--- src/rtl/score_keeper_pkg.sv ---
// Shared widths, state encodings and the double-dabble digit correction
// used by score_keeper and its BCD conversion engine.
package score_pkg;

    localparam int SCORE_W    = 8;
    localparam int BCD_DIGITS = 3;
    localparam int BCD_W      = 4 * BCD_DIGITS;

    typedef enum logic {
        PLAY,
        OVER
    } game_state_e;

    typedef enum logic [1:0] {
        IDLE,
        SHIFT,
        DONE
    } conv_state_e;

    // Add-3 correction applied to each digit before every shift.
    function automatic logic [3:0] dabble(input logic [3:0] d);
        return (d >= 4'd5) ? d + 4'd3 : d;
    endfunction

endpackage

--- src/rtl/score_keeper_bin2bcd_seq.sv ---
// Sequential double-dabble: one add-3/shift iteration per clock.
// A start in IDLE or DONE loads bin; done is high for the single DONE cycle.
module bin2bcd_seq
    import score_pkg::*;
(
    input  logic               clk,
    input  logic               rst_n,
    input  logic               start,
    input  logic [SCORE_W-1:0] bin,
    output logic               busy,
    output logic               done,
    output logic [BCD_W-1:0]   bcd
);

    conv_state_e        state_q, state_d;
    logic [SCORE_W-1:0] bin_q, bin_d;
    logic [BCD_W-1:0]   bcd_q, bcd_d;
    logic [2:0]         cnt_q, cnt_d;
    logic [BCD_W-1:0]   adj;
    logic [BCD_W+SCORE_W-1:0] shifted;
    logic               load;

    // DONE can accept a new start directly so a pending reload loses no cycle.
    assign load = start && (state_q != SHIFT);

    always_comb begin
        adj = '0;
        for (int i = 0; i < BCD_DIGITS; i++) begin
            adj[4*i +: 4] = dabble(bcd_q[4*i +: 4]);
        end
        shifted = {adj, bin_q} << 1;
    end

    always_comb begin
        state_d = state_q;
        bin_d   = bin_q;
        bcd_d   = bcd_q;
        cnt_d   = cnt_q;
        if (load) begin
            state_d = SHIFT;
            bin_d   = bin;
            bcd_d   = '0;
            cnt_d   = '0;
        end else begin
            case (state_q)
                SHIFT: begin
                    bcd_d = shifted[BCD_W+SCORE_W-1:SCORE_W];
                    bin_d = shifted[SCORE_W-1:0];
                    cnt_d = cnt_q + 3'd1;
                    if (cnt_q == 3'd7) state_d = DONE;
                end
                DONE:    state_d = IDLE;
                default: state_d = IDLE;
            endcase
        end
    end

    always_ff @(posedge clk or negedge rst_n) begin
        if (!rst_n) begin
            state_q <= IDLE;
            bin_q   <= '0;
            bcd_q   <= '0;
            cnt_q   <= '0;
        end else begin
            state_q <= state_d;
            bin_q   <= bin_d;
            bcd_q   <= bcd_d;
            cnt_q   <= cnt_d;
        end
    end

    assign busy = (state_q != IDLE);
    assign done = (state_q == DONE);
    assign bcd  = bcd_q;

endmodule

--- src/rtl/score_keeper.sv ---
// Snake score counter with play/over FSM and BCD mirror of the score.
// Define SCORE_KEEPER_HISCORE_EN to build the session high-score register.
module score_keeper
    import score_pkg::*;
#(
    parameter int PTS_PER_FRUIT = 1,
    parameter int SCORE_MAX     = 255
) (
    input  logic               clk,
    input  logic               rst_n,
    input  logic               eat_evt,
    input  logic               game_over,
    input  logic               restart,
    output logic [SCORE_W-1:0] outscore,
    output logic [SCORE_W-1:0] hiscore,
    output logic               game_active,
    output logic [BCD_W-1:0]   bcd_score,
    output logic               bcd_valid
);

    localparam logic [SCORE_W:0] PTS_W = (SCORE_W + 1)'(PTS_PER_FRUIT);
    localparam logic [SCORE_W:0] MAX_W = (SCORE_W + 1)'(SCORE_MAX);

    game_state_e        state_q, state_d;
    logic [SCORE_W-1:0] score_q, score_d;
    logic               eat_prev_q, go_prev_q;
    logic               chg_q, pending_q, pending_d;
    logic [BCD_W-1:0]   bcd_score_q, bcd_score_d;
    logic               bcd_valid_q, bcd_valid_d;
    logic               eat_rise, go_rise;
    logic [SCORE_W:0]   sum;
    logic [SCORE_W-1:0] inc;
    logic               conv_start, conv_busy, conv_done, conv_accept;
    logic [BCD_W-1:0]   conv_bcd;

    assign eat_rise = eat_evt && !eat_prev_q;
    assign go_rise  = game_over && !go_prev_q;
    assign sum      = {1'b0, score_q} + PTS_W;
    assign inc      = eat_rise ? ((sum > MAX_W) ? MAX_W[SCORE_W-1:0] : sum[SCORE_W-1:0])
                               : score_q;

    always_comb begin
        state_d = state_q;
        score_d = score_q;
        if (restart) begin
            state_d = PLAY;
            score_d = '0;
        end else if (state_q == PLAY) begin
            score_d = inc;
            if (go_rise) state_d = OVER;
        end
    end

`ifdef SCORE_KEEPER_HISCORE_EN
    logic [SCORE_W-1:0] hi_q, hi_d;

    // Compare against the post-increment value so a same-cycle eat counts.
    always_comb begin
        hi_d = hi_q;
        if (!restart && state_q == PLAY && go_rise && inc > hi_q) hi_d = inc;
    end

    always_ff @(posedge clk or negedge rst_n) begin
        if (!rst_n) hi_q <= '0;
        else        hi_q <= hi_d;
    end

    assign hiscore = hi_q;
`else
    assign hiscore = '0;
`endif

    // A change seen while mid-shift is parked in pending and reloaded at DONE.
    assign conv_accept = !conv_busy || conv_done;
    assign conv_start  = (chg_q || pending_q) && conv_accept;

    always_comb begin
        pending_d   = pending_q;
        bcd_valid_d = bcd_valid_q;
        bcd_score_d = bcd_score_q;
        if (conv_start) begin
            pending_d   = 1'b0;
            bcd_valid_d = 1'b0;
        end else begin
            if (chg_q) pending_d = 1'b1;
            if (conv_done) begin
                bcd_valid_d = 1'b1;
                bcd_score_d = conv_bcd;
            end
        end
    end

    always_ff @(posedge clk or negedge rst_n) begin
        if (!rst_n) begin
            state_q     <= PLAY;
            score_q     <= '0;
            eat_prev_q  <= 1'b0;
            go_prev_q   <= 1'b0;
            chg_q       <= 1'b0;
            pending_q   <= 1'b0;
            bcd_score_q <= '0;
            bcd_valid_q <= 1'b1;
        end else begin
            state_q     <= state_d;
            score_q     <= score_d;
            eat_prev_q  <= eat_evt;
            go_prev_q   <= game_over;
            chg_q       <= (score_d != score_q);
            pending_q   <= pending_d;
            bcd_score_q <= bcd_score_d;
            bcd_valid_q <= bcd_valid_d;
        end
    end

    bin2bcd_seq u_bin2bcd (
        .clk   (clk),
        .rst_n (rst_n),
        .start (conv_start),
        .bin   (score_q),
        .busy  (conv_busy),
        .done  (conv_done),
        .bcd   (conv_bcd)
    );

    assign outscore    = score_q;
    assign game_active = (state_q == PLAY);
    assign bcd_score   = bcd_score_q;
    assign bcd_valid   = bcd_valid_q;

endmodule
--- config.mk ---
export PLATFORM = sky130hd
export DESIGN_NAME = score_keeper
export DESIGN_NICKNAME = d
export VERILOG_FILES = /design/src/rtl/score_keeper_pkg.sv /design/src/rtl/score_keeper_bin2bcd_seq.sv /design/src/rtl/score_keeper.sv
export SDC_FILE = /design/constraint.sdc
export NUM_CORES = 1
export LEC_CHECK = 0
export CAP_MARGIN = 20
export CORE_MARGIN = 2
export CORE_UTILIZATION = 47
export DETAILED_ROUTE_END_ITERATION = 6
export GPL_ROUTABILITY_DRIVEN = 1
export GPL_TIMING_DRIVEN = 0
export HOLD_SLACK_MARGIN = 0.08
export MAX_ROUTING_LAYER = met4
export PLACE_DENSITY = 0.74
export SYNTH_ARGS = -nofsm -noshare
export SYNTH_HDL_FRONTEND = slang
export SYNTH_SLANG_ARGS = --single-unit
--- constraint.sdc ---
create_clock -name clk -period 3.2 [get_ports clk]
set_input_delay 0.8 -clock clk [delete_from_list [all_inputs] [get_ports clk]]
set_output_delay 0.8 -clock clk [all_outputs]
set_load 0.03 [all_outputs]
==> results.toml, run 1 <==
[global_routing]
grt_pass1_vias = 1854
grt_max_degree = 35
antenna_found_initial = 0
overflow = 0
grt_pass1_wl_um = 8410
grt_usage_pct = 18.0

[die]
die_area_um2 = 6020
ioPinCount = 35
die_w_um = 77.6
fp.dieH_um = 77.6
coreArea_um2 = 5170
rows = 26
initial_utilization_pct = 49.2

[sta]
max_freq_mhz = 424
skew_ns = 0.0140
post-route-period-util_pct = 73.7
setup_viol = 0
hold_viol_final = 0
rsz0062_at_grt = "no"
worst_slew_pin_slew_ns = 0.780
slew_viol_final = 0
tns_ns = 0
min_period_ns = 2.36
relSlewSlack_pct = 47.7

[critical_path]
path_depth = 1
arrival_ns = 1.56
start_kind = "flip-flop"
path_delay_family = "buffers and inverters"
crit_fanout = 9
critical_path_buf_inv_count = 1
slowest_stage = "clkdlybuf4s50_1"
r2r_slack_ns = 1.45
crit_required_ns = 2.40
ff2ff_path_depth = 4
slowest_delay_ns = 0.73
cp_cell_sequence = "clkdlybuf4s50_1"
end_kind = "output pin"
critPathKind = "flip-flop to output pin"

[logic_synthesis]
synth_seq_cells = 51
syn_inst = 244
ys.warnings.count = 0
synthArstFlopShare_pct = 100
synth_seq_area_share_pct = 50.2
syn_area_um2 = 2550
synth.distinct_cells = 46
ys.flop_type = "dfrtp_1"
synth_edf_count = 0
synth.avg_cell_area_um2 = 10.4

[placement]
port_buffers = 26
postPlaceCellArea_um2 = 2940
place_inst = 348
dp_hpwl_um = 3350
routabilityCongestion = 0.866

[layout]
area_delta_synth_final_pct = 20.6
drive_above_1_share_pct = 13.6
stdcell_count = 356
fillers = 444
multiInputGateArea_um2 = 1130
seq_area_um2 = 1280
final_area_um2 = 3070
nets = 300
final_common_cell = "dfrtp_1"
layout_common_cells = "50 x dfrtp_1, 27 x nand2_1, 25 x clkdlybuf4s50_1"
diodes = 0

[clock_network]
cts_htree_levels = 2
clockRootBuffer = "clkbuf_8"
clk_latency_ns = 0.32
cts_setup_buffers = 0
cts_made_buffers = 5
hold_buffers = 0
cts_buffer_depth = 2
path_clk_slew_ns = 0.10
cts_resized = 0
cts_tree = "built"
cts.sinks = 51

[pwr]
power.density_nw_per_um2 = 805
peakVddDrop_mv = 0.354
power_w = 0.00247
power_leakage_nw = 1.42

[run]
maxCapViolations = 0

[run_status]
status = "finished clean"

[routing]
totalWireLength_um = 4820
wl_per_cell_um = 13.5
initialDrtViolationCount = 111
postRouteAntennaNets = 0
route.detailed.drc = 0
vias = 1854
vias_per_cell = 5.21
dr.pass1.iters = 4

[min_path]
hp-class = "input pin to async pin"
[report_power, final]
part	switching, W	internal (W)
Combinational	0.000559	0.000398
Clock	0.000221	0.000312
Sequential	0.000144	0.000838
[path summary, 6_finish.rpt]
| check | start | endpoint |
|---|---|---|
| setup reg to reg | outscore[1] | outscore[0] |
| min in group clk | bcd_score[5] | bcd_score[5] |
| hold reg to reg | bcd_score[5] | bcd_score[5] |
| max in group asynchronous | rst_n | bcd_valid |
| hold / removal | rst_n | bcd_score[9] |
| setup / recovery | outscore[1] | outscore[1] |
[kinds of logic after synthesis]
family                     Yosys count  synth area share [%]
AOI/OAI and AO/OA                   53                  13.7
xor gates and xnor gates             5                  1.72
adders and majority gates           10                  4.91
buffers and inverters               31                  6.34
DFF                                 51                  50.2
muxes                               17                  7.37
other                                1                 0.147
and+or+nand+nor                     76                  15.7
[flip-flops by register name, indices dropped and copies added (netlist names)]
| signal | count |
|---|---|
| pending_q | 1 |
| go_prev_q | 1 |
| u_bin2bcd.bcd | 12 |
| state_q | 1 |
| u_bin2bcd.cnt_q | 3 |
| outscore | 8 |
| bcd_score | 12 |
| bcd_valid | 1 |
| u_bin2bcd.state_q | 2 |
| chg_q | 1 |
| u_bin2bcd.bin_q | 8 |
| eat_prev_q | 1 |
[cells in the mapped netlist (all sizes together) (2+ instances only)]
library cell / instances / area, um^2
ha: 10 / 125
a22oi: 7 / 52.6
dfrtp: 50 / 1250
xor2: 2 / 17.5
a211oi: 2 / 15.0
buf: 16 / 105
nor4: 2 / 12.5
o21ai: 18 / 90.1
mux2i: 3 / 30.0
nor2: 9 / 33.8
nand2: 27 / 101
xnor2: 3 / 26.3
a21oi: 11 / 55.1
nor3b: 2 / 26.3
clkbuf: 5 / 18.8
nor3: 5 / 35.0
mux2: 14 / 158
nand3: 14 / 70.1
and3: 3 / 18.8
nand2b: 8 / 50.1
nand4: 2 / 18.8
inv: 10 / 37.5
a311oi: 2 / 17.5
o21a: 2 / 15.0
o31ai: 2 / 15.0
[cell type report]
type / instances / share of cell area [%]
flip-flops and latches: 51 / 41.6
multi-input cells: 169 / 36.9
repair buffers: 27 / 8.96
inverters: 10 / 1.22
plain buffers: 21 / 4.03
clock inverters: 3 / 2.20
clock buffers: 5 / 2.24
well taps: 70 / 2.85
[metal layers]
metal,routed length [um],track usage (%),up-vias
met2,2340,30.3,43
met4,53,5.36,0
met5,0,-,-
met1,2240,22.0,886
met3,186,3.49,6
li1,-,-,919
[through the flow]
stage	setup WS (ns)	hold WS (ns)	utilization, %
2_1_floorplan	1.43	0.446	-
5_1_grt	0.783	0.435	59.4
3_3_place_gp	-0.168	0.462	56.5
4_1_cts	0.839	0.416	59.4
6_report	0.841	0.403	59.4
3_5_place_dp	0.774	0.469	56.7
(Power assumes the default switching activity.)
==> run 2: changes to the inputs <==
--- a/config.mk
+++ b/config.mk
@@ -13,7 +13,7 @@
 export GPL_TIMING_DRIVEN = 0
 export HOLD_SLACK_MARGIN = 0.08
 export MAX_ROUTING_LAYER = met4
-export PLACE_DENSITY = 0.74
+export PLACE_DENSITY = 0.77
 export SYNTH_ARGS = -nofsm -noshare
 export SYNTH_HDL_FRONTEND = slang
 export SYNTH_SLANG_ARGS = --single-unit
==> constraint.sdc (replaced) <==
create_clock -name clk -period 2.05 [get_ports clk]
set_input_delay 0.5125 -clock clk [delete_from_list [all_inputs] [get_ports clk]]
set_output_delay 0.5125 -clock clk [all_outputs]
set_load 0.03 [all_outputs]
==> results.toml, run 2 (same netlist as run 1, synthesis figures left out) <==
[routing]
initialDrtViolationCount = 91
totalWireLength_um = 4790
vias_per_cell = 5.36
route.detailed.drc = 0
vias = 1904
dr.pass1.iters = 4
wl_per_cell_um = 13.5
postRouteAntennaNets = 0

[global_routing]
grt_max_degree = 32
grt_pass1_vias = 1812
grt_pass1_wl_um = 8350
met3_usage_pct = 3.84
grt_usage_pct = 17.8
gr-usage-met1_pct = 22.4
antenna_found_initial = 0
overflow = 0
top_usage_layer = "met2"
grt_use_met2_pct = 28.5

[critical_path]
crit_required_ns = 1.54
slowest_stage = "clkdlybuf4s50_1"
critical_path_buf_inv_count = 1
slowest_delay_ns = 0.68
crit_fanout = 3
cp_cell_sequence = "clkdlybuf4s50_1"
path_delay_family = "buffers and inverters"
end_kind = "output pin"
arrival_ns = 1.36
critPathKind = "flip-flop to output pin"
start_kind = "flip-flop"

[clock_network]
path_clk_slew_ns = 0.09
cts_htree_levels = 2
clk_latency_ns = 0.30
clockRootBuffer = "clkbuf_8"
cts_setup_buffers = 0
cts.sinks = 51
cts_made_buffers = 5
cts_buffer_depth = 2
cts_tree = "built"

[run]
maxCapViolations = 0

[sta]
hold_viol_final = 0
setup_viol = 0
min_period_ns = 1.87
skew_ns = 0.00724
tns_ns = 0
max_freq_mhz = 534
rsz0062_at_grt = "no"
hold_ws_ns = 0.163
post-route-period-util_pct = 91.3
relSlewSlack_pct = 53.2
slew_viol_final = 0
worst_slew_pin_slew_ns = 0.697

[pwr]
power_frac_seq_pct = 41.3
pwr-share-comb_pct = 40.6
peakVddDrop_mv = 0.453
switchingPower_w = 0.00142
p_clk_share_pct = 18.1
power_leakage_nw = 1.44
p_sw_share_pct = 38.3
power.density_nw_per_um2 = 1220
internal-power_w = 0.00229

[placement]
port_buffers = 26
routabilityCongestion = 0.889
dp_hpwl_um = 3450

[die]
ioPinCount = 35
rows = 26
initial_utilization_pct = 49.2
coreArea_um2 = 5170
fp.dieH_um = 77.6
die_area_um2 = 6020
die_w_um = 77.6

[layout]
diodes = 0
final_common_cell = "dfrtp_1"
nets = 300
drive_above_1_share_pct = 13.0
area_delta_synth_final_pct = 19.4
fillers = 422
utilization_pct = 58.8
layout_common_cells = "50 x dfrtp_1, 27 x nand2_1, 20 x clkdlybuf4s50_1"

[run_status]
status = "finished clean"

[min_path]
hp-class = "input pin to async pin"
[run 2: changes by cell type in the layout (fill, tap and decap cells not counted), sizes merged]
cell	previous run	this run
bufinv	2	1
dlymetal6s2s	0	2
clkdlybuf4s50	25	20
dlygate4sd2	0	3
clkinvlp	1	0
clkbuf	10	11
[run 2: cell type report]
type | count | area, um^2 | share of cell area [%]
inverters | 10 | 37.5 | 1.24
multi-input cells | 169 | 1130 | 37.3
clock inverters | 1 | 30.0 | 0.988
clock buffers | 6 | 72.6 | 2.39
well taps | 70 | 87.6 | 2.88
flip-flops and latches | 51 | 1280 | 42.0
repair buffers | 27 | 277 | 9.10
plain buffers | 21 | 124 | 4.08
[run 2: worst paths after layout]
path / depth (start not counted) / end / slack, ns / startpoint
hold / removal: 1 / u_bin2bcd.bcd[2] / 0.16 / rst_n
setup reg to reg: 5 / chg_q / 0.30 / outscore[1]
setup / recovery: 1 / outscore[0] / 0.18 / outscore[0]
min in group clk: 2 / u_bin2bcd.bin_q[6] / 0.48 / u_bin2bcd.bin_q[6]
hold reg to reg: 2 / u_bin2bcd.bin_q[6] / 0.48 / u_bin2bcd.bin_q[6]
max in group asynchronous: 2 / bcd_valid / 1.30 / rst_n
[run 2: routing by layer]
| layer | routed length (um) | vias up | part of all wire (%) |
|---|---|---|---|
| li1 | - | 915 | - |
| met1 | 2220 | 938 | 46 |
| met2 | 2300 | 46 | 48 |
| met3 | 213 | 5 | 4.4 |
| met4 | 61 | 0 | 1.3 |
| met5 | 0 | - | 0 |
[run 2: through the flow]
stage               setup WS, ns  cells  total power [W]  instance area (um^2)
finish                     0.179    355          0.00371                  3040
floorplan                  0.278    251          0.00259                  2570
global placement           -1.02    347          0.00298                  2920
CTS                       0.0155    355          0.00374                  3030
global route              0.0856    355          0.00399                  3040
detailed placement        -0.118    348          0.00307                  2940
[run 2: power by group through the flow]
stage / logic (W) / clock network (W) / registers (W)
detailed placement: 0.00151 / 0 / 0.00155
CTS: 0.00152 / 0.000695 / 0.00153
floorplan: 0.000934 / 0 / 0.00166
finish: 0.00150 / 0.000672 / 0.00153
global route: 0.00167 / 0.000735 / 0.00158
global placement: 0.00145 / 0 / 0.00153
[run 2: repair_timing]
item,4_1_cts,5_1_grt
hold buffers,0,0
resized for setup,3,2
cloned,0,0
endpoints found under the setup margin,3,2
